<file path="config.mk">
export PLATFORM = sky130hd
export DESIGN_NAME = dmem_arbiter
export DESIGN_NICKNAME = d
export VERILOG_FILES = /design/src/rtl/dmem_arb_pkg.sv /design/src/rtl/starve_ctr.sv /design/src/rtl/dmem_arbiter.sv
export SDC_FILE = /design/constraint.sdc
export NUM_CORES = 1
export LEC_CHECK = 0
export ABC_AREA = 1
export ABC_CLOCK_PERIOD_IN_PS = 3310
export CAP_MARGIN = 40
export CORE_MARGIN = 2
export CORE_UTILIZATION = 36
export DETAILED_ROUTE_END_ITERATION = 8
export GPL_ROUTABILITY_DRIVEN = 0
export PLACE_DENSITY = 0.87
export RECOVER_POWER = 100
export SETUP_SLACK_MARGIN = 0.4
export SLEW_MARGIN = 15
export SYNTH_ARGS = -nofsm -noshare
export SYNTH_HDL_FRONTEND = slang
export SYNTH_HIERARCHICAL = 1
export SYNTH_SLANG_ARGS = --single-unit
</file>
<file path="constraint.sdc">
create_clock -name clk -period 3.31 [get_ports clk]
set_clock_uncertainty 0.05 [all_clocks]
set_input_delay 0.331 -clock clk [delete_from_list [all_inputs] [get_ports clk]]
set_output_delay 0.331 -clock clk [all_outputs]
set_load 0.02 [all_outputs]
</file>
<file path="src/rtl/dmem_arb_pkg.sv">
// Shared types and constants for the data-memory arbiter.
package dmem_arb_pkg;

  typedef enum logic [1:0] {IDLE, BURST, DONE} arb_state_e;

  localparam int unsigned BURST_LEN_W = 4;
  typedef logic [BURST_LEN_W-1:0] burst_len_t;

  localparam int unsigned STARVE_W = 4;
  typedef logic [STARVE_W-1:0] starve_cnt_t;
  localparam starve_cnt_t STARVE_LIM = starve_cnt_t'(8);

  localparam logic [2:0] FUNCT3_WORD = 3'b010;

endpackage

</file>
<file path="src/rtl/starve_ctr.sv">
// Counts IDLE cycles in which a DMA request is blocked by the core.
// Raises starve once STARVE_LIM such cycles have gone by without a grant.
module starve_ctr
  import dmem_arb_pkg::*;
(
  input  logic clk,
  input  logic reset_n,
  input  logic inc,
  input  logic clr,
  output logic starve
);

  starve_cnt_t cnt_q, cnt_d;

  always_comb begin
    cnt_d = cnt_q;
    if (clr) begin
      cnt_d = '0;
    end else if (inc && (cnt_q != STARVE_LIM)) begin
      cnt_d = cnt_q + starve_cnt_t'(1);
    end
  end

  always_ff @(posedge clk or negedge reset_n) begin
    if (!reset_n) begin
      cnt_q <= '0;
    end else begin
      cnt_q <= cnt_d;
    end
  end

  assign starve = (cnt_q == STARVE_LIM);

endmodule

</file>
<file path="src/rtl/dmem_arbiter.sv">
// Data-memory arbiter: the MEM-stage core port has priority; a loader/debug requester gets
// word bursts when the core is idle. Define DMEM_ARB_STARVE_EN to bound the DMA wait time.
module dmem_arbiter
  import dmem_arb_pkg::*;
#(
  parameter int unsigned DATA_W     = 32,
  parameter int unsigned DM_ADDRESS = 9,
  parameter int unsigned LEN_W      = 4
) (
  input  logic                  clk,
  input  logic                  reset_n,
  input  logic                  core_rd,
  input  logic                  core_wr,
  input  logic [DM_ADDRESS-1:0] core_addr,
  input  logic [DATA_W-1:0]     core_wdata,
  input  logic [2:0]            core_funct3,
  output logic [DATA_W-1:0]     core_rdata,
  output logic                  core_stall,
  input  logic                  dma_req,
  input  logic                  dma_we,
  input  logic [DM_ADDRESS-1:0] dma_addr,
  input  logic [LEN_W-1:0]      dma_len,
  input  logic [DATA_W-1:0]     dma_wdata,
  output logic                  dma_gnt,
  output logic                  dma_wready,
  output logic                  dma_rvalid,
  output logic                  dma_done,
  output logic [DATA_W-1:0]     dma_rdata,
  output logic                  mem_rd,
  output logic                  mem_wr,
  output logic [DM_ADDRESS-1:0] mem_addr,
  output logic [DATA_W-1:0]     mem_wdata,
  output logic [2:0]            mem_funct3,
  input  logic [DATA_W-1:0]     mem_rdata
);

  arb_state_e            state_q, state_d;
  logic [DM_ADDRESS-1:0] addr_q, addr_d;
  logic [LEN_W-1:0]      beats_q, beats_d;
  logic                  we_q, we_d;
  logic [DATA_W-1:0]     rdata_q, rdata_d;
  logic                  rvalid_q, rvalid_d;
  logic                  core_busy, idle, starve, grant;

  assign core_busy = core_rd | core_wr;
  assign idle      = (state_q == IDLE);

`ifdef DMEM_ARB_STARVE_EN
  starve_ctr u_starve_ctr (
    .clk     (clk),
    .reset_n (reset_n),
    .inc     (idle & dma_req & core_busy),
    .clr     (grant | ~dma_req),
    .starve  (starve)
  );
`else
  assign starve = 1'b0;
`endif

  assign grant = idle & dma_req & (~core_busy | starve);

  always_ff @(posedge clk or negedge reset_n) begin
    if (!reset_n) begin
      state_q <= IDLE;
    end else begin
      state_q <= state_d;
    end
  end

  always_comb begin
    state_d = state_q;
    unique case (state_q)
      IDLE:    if (grant) state_d = BURST;
      BURST:   if (beats_q == '0) state_d = DONE;
      DONE:    state_d = IDLE;
      default: state_d = IDLE;
    endcase
  end

  // Burst parameters are captured only at grant so requester changes mid-burst are ignored.
  always_comb begin
    addr_d   = addr_q;
    beats_d  = beats_q;
    we_d     = we_q;
    rvalid_d = (state_q == BURST) && !we_q;
    rdata_d  = rvalid_d ? mem_rdata : rdata_q;
    if (grant) begin
      addr_d  = dma_addr;
      beats_d = dma_len;
      we_d    = dma_we;
    end else if (state_q == BURST) begin
      addr_d  = addr_q + DM_ADDRESS'(4);
      beats_d = beats_q - LEN_W'(1);
    end
  end

  always_ff @(posedge clk or negedge reset_n) begin
    if (!reset_n) begin
      addr_q   <= '0;
      beats_q  <= '0;
      we_q     <= 1'b0;
      rdata_q  <= '0;
      rvalid_q <= 1'b0;
    end else begin
      addr_q   <= addr_d;
      beats_q  <= beats_d;
      we_q     <= we_d;
      rdata_q  <= rdata_d;
      rvalid_q <= rvalid_d;
    end
  end

  assign dma_rvalid = rvalid_q;
  assign dma_rdata  = rdata_q;

  // Combinational outputs are held low while reset is asserted.
  always_comb begin
    mem_rd     = 1'b0;
    mem_wr     = 1'b0;
    mem_addr   = '0;
    mem_wdata  = '0;
    mem_funct3 = '0;
    core_rdata = '0;
    core_stall = 1'b0;
    dma_gnt    = 1'b0;
    dma_wready = 1'b0;
    dma_done   = 1'b0;
    if (reset_n) begin
      unique case (state_q)
        BURST: begin
          mem_rd     = ~we_q;
          mem_wr     = we_q;
          mem_addr   = addr_q;
          mem_wdata  = dma_wdata;
          mem_funct3 = FUNCT3_WORD;
          dma_wready = we_q;
          core_stall = core_busy;
        end
        default: begin
          dma_gnt  = grant;
          dma_done = (state_q == DONE);
          if (grant && core_busy) begin
            core_stall = 1'b1;
          end else begin
            mem_rd     = core_rd;
            mem_wr     = core_wr;
            mem_addr   = core_addr;
            mem_wdata  = core_wdata;
            mem_funct3 = core_funct3;
            core_rdata = mem_rdata;
          end
        end
      endcase
    end
  end

endmodule
</file>
==> results_dict.tcl <==
set metrics [dict create \
    cp.arrival_ns 2.53 \
    fin_total_pwr_mw 3.93 \
    required_ns 2.93 \
    routedWlPerCell_um 14.6 \
    max_cap_viol_count 1 \
    portBuffers 241 \
    ys_seq_area_share_pct 40.8 \
    fin_crit_ns 2.91 \
    p_seq_share_pct 27.1 \
    syn_avg_cell_area_um2 6.67 \
    die_w_um 95.3 \
    worst_slack_ns 0.398 \
    grt_max_degree 67 \
    clock_power_share_pct 8.6 \
    clock_latency_ns 0.29 \
    crit_path_start_kind "register" \
    cp_max_fo 31 \
    synth_top_family_by_area "simple AND/OR/NAND/NOR gates" \
    syn_to_final_growth_pct 84.0 \
    rsz0062_at_grt "false" \
    p_sw_share_pct 47.6 \
    via_count 3751 \
    place_inst 775 \
    synth_top_area_share_pct 40.8 \
    nets 807 \
    synth_commonest_cells "nor2_1 (123), nand2_1 (66), o21ai_0 (64)" \
    status "complete, but fails checks" \
    hp-class "in -> async" \
    synth_compound_area_share_pct 15.4 \
    core-area_um2 8130 \
    final.setup.tns_ns 0 \
    post_cts_buffers 0 \
    via_per_inst 4.78 \
    fin_crit_sh_pct 88.0 \
    rows 33 \
    grt_usage_pct 24.1 \
    die_h_um 95.3 \
    yosysMostFrequentCell "nor2_1" \
    synth_top_area_cell "dfrtp_1" \
    setup_viol 0 \
    clk_pin_slew_ns 0.09 \
    peakVddDrop_mv 0.382 \
    dr.pass1.iters 4 \
    r2r_start "state_q[1]" \
    reg2reg_depth 7 \
    drive_gt1_share_pct 2.65 \
    instances_no_fill 784 \
    grt_overflow 0 \
    cp_num_buf_inv 3 \
    placed_cell_area_um2 5440 \
    crit_end "mem_addr[7]" \
    violations "max-capacitance violations, max-slew violations" \
    die_area_um2 9090 \
    hold_violations 0 \
    drt_iter0_drc 90 \
    cp_cell_sequence "inv_1 > nand2_1 > buf_4 > nand3_1 > o21ai_1 > dlygate4sd3_1" \
    synth-xor-area-share_pct 0.292 \
    synthMuxAreaShare_pct 0 \
    ys_warn_count 6 \
    design_area_um2 5530 \
    p_leak_nw 2.72 \
    cpPeakStageDelay_ns 0.71 \
    cts_tree "done" \
    cts_made_buffers 5 \
    routed_wl_um 11500 \
    fill_cells 665 \
    synth_area_leaders "dfrtp_1 (41%), nor2_1 (15%), o21ai_0 (11%)" \
    dpl.hpwl_um 9150 \
    synth-simple-area-share_pct 30.0 \
    reg2reg_slack_ns 1.21 \
    fin_util_pct 67.9 \
    relSlewSlack_pct -17.1 \
    worst-path-stages 6 \
    p_switching_mw 1.87 \
    rr_endpoint "addr_q[8]" \
    critPathSlowestCell "dlygate4sd3_1" \
    maxSlewViolCount 34 \
    place_ws_ns 0.785 \
    root_buffer "clkbuf_8" \
    grt_pass1_wl_um 17100 \
    tightest_slew_ns 1.76 \
    synth.distinct_cells 25 \
    p_per_area_nw_per_um2 710 \
    netlist_instances 450 \
    synthAdderAreaFrac_pct 0.833 \
    share_comb_of_total_power_pct 64.3 \
    crit_type "reg -> out" \
    grt_pass1_vias 3604 \
    antenna_found_initial 0 \
    cts_max_level 2 \
    clock-sinks 49 \
    clk_path_buf_depth 2 \
    start_util_pct 36.9 \
    async_flop_share_pct 100 \
    p_int_mw 2.06 \
    ant_nets 0 \
    synth_fp_nets 579 \
    yosys_most_used_dff "dfrtp_1" \
    crit_start "state_q[1]" \
    antenna_cells 0 \
    synth_area_um2 3000 \
    fmax_ghz 0.343 \
    io_pins 242 \
    crit_family "buffers and inverters" \
    synth_edf_count 0 \
    route.detailed.drc 0 \
    synth-seq-cells 49 \
    crit_path_end_kind "primary output" \
    holdWs_ns 0.428 \
]
-- worst min path at each step --
| stage | from | end | slack [ns] |
|---|---|---|---|
| 2_1_floorplan | reset_n | addr_q[0] | -0.01 |
| 3_3_place_gp | reset_n | beats_q[0] | 0.23 |
| 3_5_place_dp | reset_n | beats_q[2] | 0.23 |
| 4_1_cts | reset_n | addr_q[3] | 0.18 |
| 5_1_grt | dma_rdata[13] | dma_rdata[13] | 0.46 |
| 6_report | reset_n | addr_q[3] | 0.43 |
-- what timing repair did --
| item | CTS | global route |
|---|---|---|
| hold endpoints to repair | 12 | 0 |
| gates resized for setup | 0 | 4 |
| hold buffers | 1 | 0 |
| endpoints found under the setup margin | 0 | 39 |
-- registers in the layout (all words and copies together), names as in the netlist --
signal / count
beats_q: 4
state_q: 2
dma_rdata: 32
we_q: 1
addr_q: 9
dma_rvalid: 1
-- metal layers --
metal / vias up / wire [µm] / GRT usage (%)
met5: - / 0 / 0
met4: 0 / 188 / 6.52
met3: 14 / 1380 / 8.62
met2: 178 / 5870 / 45.4
met1: 1698 / 4040 / 25.0
li1: 1861 / - / -
-- final cells by class --
type / instances / area (µm²) / share of cell area, %
repair buffers: 249 / 2460 / 44.6
multi-input cells: 317 / 1410 / 25.5
flip-flops and latches: 49 / 1230 / 22.2
inverters: 56 / 210 / 3.80
well taps: 105 / 131 / 2.38
clock buffers: 7 / 76.3 / 1.38
clock inverters: 1 / 7.51 / 0.136
-- cell usage in the layout (no fill, tap or decap), types with 2 or more instances in the layout --
cell type	count
clkdlybuf4s50_1	127
nor2_1	124
dlygate4sd3_1	114
o21ai_0	78
nand2_1	65
inv_1	56
dfrtp_1	49
nand3_1	18
a21oi_1	7
nand4_1	6
clkbuf_8	5
clkbuf_1	5
buf_4	4
o21ai_1	3
nor3_1	2
or2_2	2
ha_1	2
-- power by group through the flow --
| stage | clock (mW) | sequential, mW | combinational, mW |
|---|---|---|---|
| 6_report | 0.338 | 1.06 | 2.52 |
| 5_1_grt | 0.379 | 1.10 | 2.77 |
| 4_1_cts | 0.354 | 1.07 | 2.72 |
| 3_5_place_dp | 0 | 1.08 | 2.70 |
| 3_3_place_gp | 0 | 1.06 | 2.65 |
| 2_1_floorplan | 0 | 1.29 | 1.27 |
-- logic make-up after synthesis --
group | count (synthesis)
compound gates | 91
xor+xnor | 1
fa+ha+maj | 2
buf+inv | 84
flops | 49
simple gates | 223
Power figures use the tool's default switching activity.
